File: config.mk
export PLATFORM = sky130hd
export DESIGN_NAME = hazard_ctrl
export DESIGN_NICKNAME = d
export VERILOG_FILES = /design/src/rtl/hazard_ctrl.sv
export SDC_FILE = /design/constraint.sdc
export NUM_CORES = 1
export LEC_CHECK = 0
export BUFFER_PORTS_ARGS = -buffer_cell sky130_fd_sc_hd__buf_2
export CAP_MARGIN = 20
export CORE_MARGIN = 4
export CORE_UTILIZATION = 50
export CTS_BUF_LIST = sky130_fd_sc_hd__clkbuf_8
export DETAILED_ROUTE_END_ITERATION = 8
export PLACE_DENSITY = 0.81
export RECOVER_POWER = 50
export SLEW_MARGIN = 20
export SYNTH_ARGS = -nofsm -noshare
export SYNTH_HDL_FRONTEND = slang
export SYNTH_SLANG_ARGS = --single-unit
File: constraint.sdc
create_clock -name clk_CPU -period 3.6 [get_ports clk_CPU]
set_clock_uncertainty 0.05 [all_clocks]
set_input_delay 0.72 -clock clk_CPU [delete_from_list [all_inputs] [get_ports clk_CPU]]
set_output_delay 0.72 -clock clk_CPU [all_outputs]
set_load 0.02 [all_outputs]
File: src/rtl/hazard_ctrl.sv
// Pipeline hazard controller: shadow scoreboard of writes in EX/MEM/WB, RAW stall
// with BF1 bubble, taken-branch flush of BF0..BF2, and saturating stall/flush counters.
module hazard_ctrl #(
    parameter int CNT_W = 16
) (
    input  logic             clk_CPU,
    input  logic             rst_CPU,
    input  logic [5:0]       op_ID,
    input  logic [4:0]       rs_ID,
    input  logic [4:0]       rt_ID,
    input  logic [4:0]       rd_ID,
    input  logic             brTaken_MEM,
    output logic             pcWrite,
    output logic             bf0Write,
    output logic             bf1Bubble,
    output logic             flush_BF0,
    output logic             flush_BF1,
    output logic             flush_BF2,
    output logic             stalled,
    output logic [CNT_W-1:0] stallCnt,
    output logic [CNT_W-1:0] flushCnt
);

    localparam logic [5:0] OP_RTYPE = 6'd0;
    localparam logic [5:0] OP_LW    = 6'd35;
    localparam logic [5:0] OP_SW    = 6'd43;
    localparam logic [5:0] OP_BEQ   = 6'd4;

    typedef enum logic {RUN, STALL} state_t;

    state_t     state, state_nxt;
    logic       id_valid;
    logic [5:0] sb_ex, sb_mem, sb_wb;   // {wr, dest[4:0]}
    logic       reads_rs, reads_rt, wr_id;
    logic [4:0] dest_id;
    logic       hazard;

    always_comb begin
        reads_rs = 1'b0;
        reads_rt = 1'b0;
        wr_id    = 1'b0;
        dest_id  = 5'd0;
        case (op_ID)
            OP_RTYPE: begin reads_rs = 1'b1; reads_rt = 1'b1; wr_id = 1'b1; dest_id = rd_ID; end
            OP_LW:    begin reads_rs = 1'b1; wr_id = 1'b1; dest_id = rt_ID; end
            OP_SW:    begin reads_rs = 1'b1; reads_rt = 1'b1; end
            OP_BEQ:   begin reads_rs = 1'b1; reads_rt = 1'b1; end
            default:  ;
        endcase
    end

    function automatic logic sb_hit(input logic [5:0] entry, input logic [4:0] reg_id);
        return entry[5] && (entry[4:0] != 5'd0) && (entry[4:0] == reg_id);
    endfunction

    // WB is a hazard source too: the register bank does not forward same-cycle writes.
    always_comb begin
        hazard = id_valid && (
            (reads_rs && (sb_hit(sb_ex, rs_ID) || sb_hit(sb_mem, rs_ID) || sb_hit(sb_wb, rs_ID))) ||
            (reads_rt && (sb_hit(sb_ex, rt_ID) || sb_hit(sb_mem, rt_ID) || sb_hit(sb_wb, rt_ID))));
    end

    always_comb begin
        pcWrite   = 1'b1;
        bf0Write  = 1'b1;
        bf1Bubble = 1'b0;
        flush_BF0 = 1'b0;
        flush_BF1 = 1'b0;
        flush_BF2 = 1'b0;
        state_nxt = RUN;
        if (rst_CPU) begin
            pcWrite   = 1'b0;
            bf0Write  = 1'b0;
            bf1Bubble = 1'b1;
        end else if (brTaken_MEM) begin
            flush_BF0 = 1'b1;
            flush_BF1 = 1'b1;
            flush_BF2 = 1'b1;
        end else if (hazard) begin
            pcWrite   = 1'b0;
            bf0Write  = 1'b0;
            bf1Bubble = 1'b1;
            state_nxt = STALL;
        end
    end

    assign stalled = (state == STALL) && !rst_CPU;

    always_ff @(posedge clk_CPU) begin
        if (rst_CPU) begin
            state    <= RUN;
            id_valid <= 1'b0;
            sb_ex    <= '0;
            sb_mem   <= '0;
            sb_wb    <= '0;
            stallCnt <= '0;
            flushCnt <= '0;
        end else begin
            state <= state_nxt;
            sb_wb <= sb_mem;
            if (brTaken_MEM) begin
                // Instructions younger than the branch are squashed, so their writes vanish.
                sb_ex    <= '0;
                sb_mem   <= '0;
                id_valid <= 1'b0;
                if (flushCnt != '1) flushCnt <= flushCnt + CNT_W'(1);
            end else begin
                sb_mem <= sb_ex;
                if (hazard) begin
                    sb_ex <= '0;
                    if (stallCnt != '1) stallCnt <= stallCnt + CNT_W'(1);
                end else begin
                    sb_ex    <= {wr_id & id_valid, dest_id};
                    id_valid <= 1'b1;
                end
            end
        end
    end

endmodule

==> out/qor.txt, run 1 <==
Status: completed
Total GRT Usage: 18.9%
Via count: 2325
Worst Hold Path EP: sb_ex[5]
Routed Antenna Nets: 0
Clk sinks: 52
Worst path required time: 2.83 ns
Total die area: 6480 sq um
Post-synthesis sequential area ratio: 39.6%
Nets@finish: 383
Clock-pin transition on the worst setup and hold timing paths: 0.09 ns
Max Fclk: 0.315 GHz
Wire length per cell: 13.7 um
Actual slew at the worst max-slew pin: 1.02 ns
DRC violations left: 0
CTS root buf: clkbuf_8
Critical path class: flip-flop to primary output
Io pins: 63
Relative slew margins: 32.1%
VDD IR max: 0.187 mV
Cell variety after synth: 44
Hold Violations, Final: 0
Endpoints failing setup: 0
Slew Viols, Final: 0
FF+latch count, synth: 52
CP max stage delay: 0.54 ns
Gpl congestion: 0.883
RSZ-0062 raised after global routing: no
Yosys warnings: 0
Grt total ovfl: 0
RR Startpoint: sb_ex[2]
Latest clock arrival within the worst-skew pair: 0.30 ns
Most used DFF post-synth: dfxtp_1
Synth Instances: 297
1st-pass router iterations: 6
Post-Syn Nets: 323
Pleak: 1.03 nW
Total negative slack: 0 ns
Worst r2r path cells: 8
P&R area growth vs syn: 15.2%
Post-CTS setup buffers: 0
Post-DP HPWL: 4530 um
Initial antenna violation count: 0
Initial drt markers: 122
Avg Inst Size Synth: 8.85 sq um
Clk buf depth: 2
Crit share post-route: 88.2%
Number of flops mapped to enable cells by yosys: 0
ANT cells: 0
Worst-path fanout max: 4
Critical Path AT: 2.40 ns
Hold Buf Count CTS: 0
Initial Utilization: 51.4%
Crit path buf inv count: 1
Port Buffers: 62
Hold Startpoint: id_valid
Hold Path Class: flip-flop to flip-flop
FF-to-FF setup slack: 1.13 ns
Drt via density: 5.43
Post-cts sizing count: 0
Number of global-route vias before repair: 2155
Drt total wl: 5850 um
Post-layout min period: 3.17 ns
Cell chain of the critical path: or4_1 -> o21ai_1 -> nor4_1 -> o31ai_2 -> and2_2 -> nor2_1 -> or2_1 -> buf_2
Largest net degree at the start of global routing: 26
Die width: 80.5 um
CTS tree: built
Slowest-stage cell, CP: or4_1
RR Endpoint: stallCnt[14]
Max cap viols: 0
H-tree Lvls: 2
Mapped Area: 2630 sq um
CTS buffer count: 5
PwrDens: 330 nW/um^2
Die height: 80.5 um
Setup crit start kind: flip-flop
Crit end category: primary output
Final Power: 0.000999 W
WHS Path Cells: 2
Total core area: 5110 sq um
Layout cell share with drive strength beyond 1: 13.4%
Standard-cell rows: 26
Top delay family on crit path: simple AND/OR/NAND/NOR gates
Asr flop ratio synth: 0%
First-pass GRT wire length: 9730 um
layout make-up:
type / instances / area [sq um]
multi-input cells: 228 / 1500
repair buffers: 65 / 288
flip-flops and latches: 52 / 1040
inverters: 5 / 18.8
clock buffers: 6 / 82.6
well taps: 70 / 87.6
fillers: 511 / 2080
clock inverters: 2 / 7.51
how the worst max path moves through the flow:
stage,start,endpoint,cells after the start
floorplan,sb_ex[1],pcWrite,9
global placement,rs_ID[3],bf1Bubble,9
detailed placement,rs_ID[3],bf1Bubble,9
CTS,sb_ex[1],bf1Bubble,8
global route,sb_ex[1],bf1Bubble,8
finish,sb_ex[1],bf1Bubble,8
layout by cell type (no fill, tap or decap), types with 5 or more instances in the layout:
master	instances
nor2b_1	9
xor2_1	20
clkbuf_1	34
a22oi_1	5
xnor2_1	32
o21ai_0	8
nand2_1	15
a2111oi_2	5
dfxtp_1	52
inv_1	7
a21oi_1	10
nand3_1	13
nor4_1	8
clkbuf_8	6
nand4_1	9
buf_2	29
or3_1	9
nor2_1	41
cells by family (layout without fill, tap and decap cells):
family / after synthesis / in the layout / share of synthesized area [%]
XOR/XNOR: 52 / 52 / 17.3
flip-flops: 52 / 52 / 39.6
AO/OA/AOI/OAI: 46 / 46 / 13.4
buffers and inverters: 17 / 78 / 3.19
multiplexers: 2 / 2 / 0.762
AND/OR/NAND/NOR: 126 / 126 / 24.7
adder cells (fa/ha/maj): 2 / 2 / 0.952
flip-flops by register name (all words and copies together) (netlist names):
signal    flops
flushCnt     16
sb_wb         6
sb_mem        6
state         1
stallCnt     16
sb_ex         6
id_valid      1
stage by stage:
stage / area (sq um) / utilization [%] / setup slack [ns] / instances / hold WS, ns
2_1_floorplan: 2630 / - / 0.475 / 297 / 0.376
6_report: 3030 / 59.3 / 0.426 / 428 / 0.405
3_5_place_dp: 2980 / 58.4 / 0.566 / 420 / 0.394
5_1_grt: 3030 / 59.3 / 0.270 / 428 / 0.412
4_1_cts: 3070 / 60.2 / 0.403 / 428 / 0.407
3_3_place_gp: 2980 / 58.4 / 0.593 / 420 / 0.391
where the power goes:
group | internal, W | total [W] | switching (W) | leakage [nW]
Sequential | 0.000578 | 0.000582 | 0.00000380 | 0.419
Clock | 0.000152 | 0.000340 | 0.000189 | 0.0538
Combinational | 0.0000299 | 0.0000770 | 0.0000471 | 0.559
synthesized netlist by cell type, types with 2 or more instances:
library cell	number	area share [%]
nand3_1	13	2.5
o21ai_0	8	1.5
xor2_1	20	6.7
a22oi_1	5	1.4
nor2b_1	9	2.1
o311ai_0	2	0.67
clkbuf_1	6	0.86
and4_1	3	1.0
nor2_1	41	5.9
or3_1	9	2.1
nor4_1	8	1.9
nand4_1	9	2.1
o21ai_1	2	0.38
a211oi_1	3	0.86
or4_1	3	0.86
dfxtp_1	52	40
and2_1	7	1.7
ha_1	2	0.95
inv_1	5	0.71
o31ai_2	2	0.95
a2111oi_2	5	2.9
xnor2_1	32	11
nand2_1	15	2.1
a21oi_1	10	1.9
buf_4	5	1.4
a2111oi_0	2	0.67
mux2i_1	2	0.76
tightest hold or removal path: stages (launching register included):
cell     delay (ns)
dfxtp_1        0.32
o21ai_0        0.06
nor2_1         0.04
metal layers:
metal / up-vias / wire [um] / GRT usage, %
met5: - / 0 / 0
met4: 0 / 112 / 6.59
li1: 1160 / - / -
met3: 14 / 322 / 3.92
met2: 65 / 2850 / 32.0
met1: 1086 / 2570 / 23.5
Power figures use the tool's default switching activity.
==> run 2: changes to the inputs <==
--- a/config.mk
+++ b/config.mk
@@ -11,7 +11,7 @@
 export CORE_UTILIZATION = 50
 export CTS_BUF_LIST = sky130_fd_sc_hd__clkbuf_8
 export DETAILED_ROUTE_END_ITERATION = 8
-export PLACE_DENSITY = 0.81
+export PLACE_DENSITY = 0.79
 export RECOVER_POWER = 50
 export SLEW_MARGIN = 20
 export SYNTH_ARGS = -nofsm -noshare
==> out/qor.txt, run 2 (synthesis gave the netlist of run 1 again) <==
CTS buffer count: 5 (unchanged)
Clock-pin transition on the worst setup and hold timing paths: 0.09 ns (about the same)
Relative slew margins: 31.8% (-0.34 points)
Total GRT Usage: 18.7% (-0.12 points)
Initial Utilization: 51.4% (unchanged)
Critical Path AT: 2.41 ns (about the same)
Total negative slack: 0 ns (unchanged)
DRC violations left: 0 (unchanged)
Clk buf depth: 2 (unchanged)
Drt via density: 5.42 (-0.26%)
Initial drt markers: 87 (-29%)
Io pins: 63 (unchanged)
Pleak: 1.04 nW (+0.63%)
PwrDens: 346 nW/um^2 (+4.8%)
Latest clock arrival within the worst-skew pair: 0.30 ns (about the same)
Most frequent cells in the layout: dfxtp_1 (52), nor2_1 (41), clkbuf_1 (34)
Initial antenna violation count: 0 (unchanged)
Number of global-route vias before repair: 2104 (-2.4%)
Routed Antenna Nets: 0 (unchanged)
Endpoints failing setup: 0 (unchanged)
Worst-path fanout max: 4 (unchanged)
Critical path class: flip-flop to primary output
Slew Viols, Final: 0 (unchanged)
Pre-CTS setup slack: 0.539 ns (-0.0262 ns)
Largest regs: flushCnt: 16 flops, stallCnt: 16 flops
Worst path required time: 2.83 ns (about the same)
RR Startpoint: sb_ex[3]
Crit path from: sb_ex[1]
Layout cell share with drive strength beyond 1: 13.7% (+0.28 points)
CP max stage delay: 0.54 ns (about the same)
Standard-cell rows: 26 (unchanged)
Finished Cell Area: 3050 sq um (+0.58%)
Hold Path Class: flip-flop to flip-flop
ANT cells: 0 (unchanged)
Status: completed
RSZ-0062 raised after global routing: no
Final Power: 0.00105 W (+5.4%)
Slowest-stage cell, CP: or4_1
Die width: 80.5 um (unchanged)
1st-pass router iterations: 4 (-2)
Placed cell areas: 2980 sq um (unchanged)
CTS tree: built
First-pass GRT wire length: 9660 um (-0.71%)
Grt total ovfl: 0 (unchanged)
Nets@finish: 383 (unchanged)
Wire length per cell: 13.6 um (-0.80%)
Crit end category: primary output
Setup crit start kind: flip-flop
Die height: 80.5 um (unchanged)
Post-route insts no fill: 428 (unchanged)
Commonest non-fill, non-tap cell in the layout: dfxtp_1
Post-cts sizing count: 0 (unchanged)
H-tree Lvls: 2 (unchanged)
Crit share post-route: 88.2% (about the same)
Total placed cells including tap cells: 420 (unchanged)
Hold Violations, Final: 0 (unchanged)
FF-to-FF setup slack: 1.20 ns (+0.07 ns)
Final worst slack: 0.424 ns (-0.00119 ns)
Actual slew at the worst max-slew pin: 1.02 ns (+0.00507 ns)
Worst r2r path cells: 8 (unchanged)
Post-CTS setup buffers: 0 (unchanged)
Via count: 2319 (-0.26%)
Port Buffers: 62 (unchanged)
WHS Path Cells: 2 (unchanged)
Post-layout min period: 3.18 ns (+0.00119 ns)
Critical Path Sink: bf1Bubble
RR Endpoint: stallCnt[14]
Total die area: 6480 sq um (unchanged)
Total core area: 5110 sq um (unchanged)
Post-DP HPWL: 4450 um (-1.7%)
Drt total wl: 5810 um (-0.80%)
P&R area growth vs syn: 15.9%
Max cap viols: 0 (unchanged)
Cell chain of the critical path: or4_1 -> o21ai_1 -> nor4_1 -> o31ai_2 -> and2_2 -> nor2_1 -> or2_1 -> buf_2
Hold Buf Count CTS: 0 (unchanged)
Clk sinks: 52 (unchanged)
VDD IR max: 0.244 mV (+30%)
Largest net degree at the start of global routing: 26 (unchanged)
Gpl congestion: 0.910 (+3.1%)
CTS root buf: clkbuf_8
Max Fclk: 0.315 GHz (about the same)
## run 2: cell types whose count changed in the layout (fill, tap and decap cells not counted)
cell       delta
and2_0        -1
and2_1        +1
bufinv_16     +1
clkbuf_8      -1
clkinv_2      +1
inv_1         -1
## run 2: worst max-delay path, delay by kind of cell (launching register included)
kind | cells | cell delay [ns]
DFF | 1 | 0.36
buffers and inverters | 1 | 0.16
and+or+nand+nor | 5 | 1.12
AOI/OAI and AO/OA | 2 | 0.46
## run 2: area by class of cell
type                    instances  area [sq um]
flip-flops and latches         52          1040
clock inverters                 3          38.8
multi-input cells             228          1500
well taps                      70          87.6
fillers                       496          2060
repair buffers                 65           288
inverters                       5          18.8
clock buffers                   5          68.8
## run 2: per-stage QoR
step	hold slack [ns]	utilization, %
floorplan	0.376	-
global placement	0.390	58.4
detailed placement	0.391	58.4
CTS	0.407	60.5
global route	0.421	59.6
finish	0.408	59.6
## run 2: routing by layer
layer  track usage [%]  wire, um  up-vias
met3              4.82       285        6
met1              23.4      2630     1094
li1                  -         -     1159
met4              4.73        51        0
met5                 0         0        -
met2              32.0      2840       60
## run 2: report_power, final
group	total [W]	internal (W)	switching (W)
Sequential	0.000582	0.000578	0.00000410
Combinational	0.0000770	0.0000299	0.0000471
Clock	0.000394	0.000204	0.000191
## run 2: how the worst min path moves through the flow
stage	start	endpoint
after global routing	id_valid	sb_ex[5]
after detailed placement	sb_ex[5]	sb_mem[5]
after global placement	id_valid	sb_ex[5]
after floorplan	sb_ex[5]	sb_mem[5]
after CTS	id_valid	sb_ex[5]
final	id_valid	sb_ex[5]
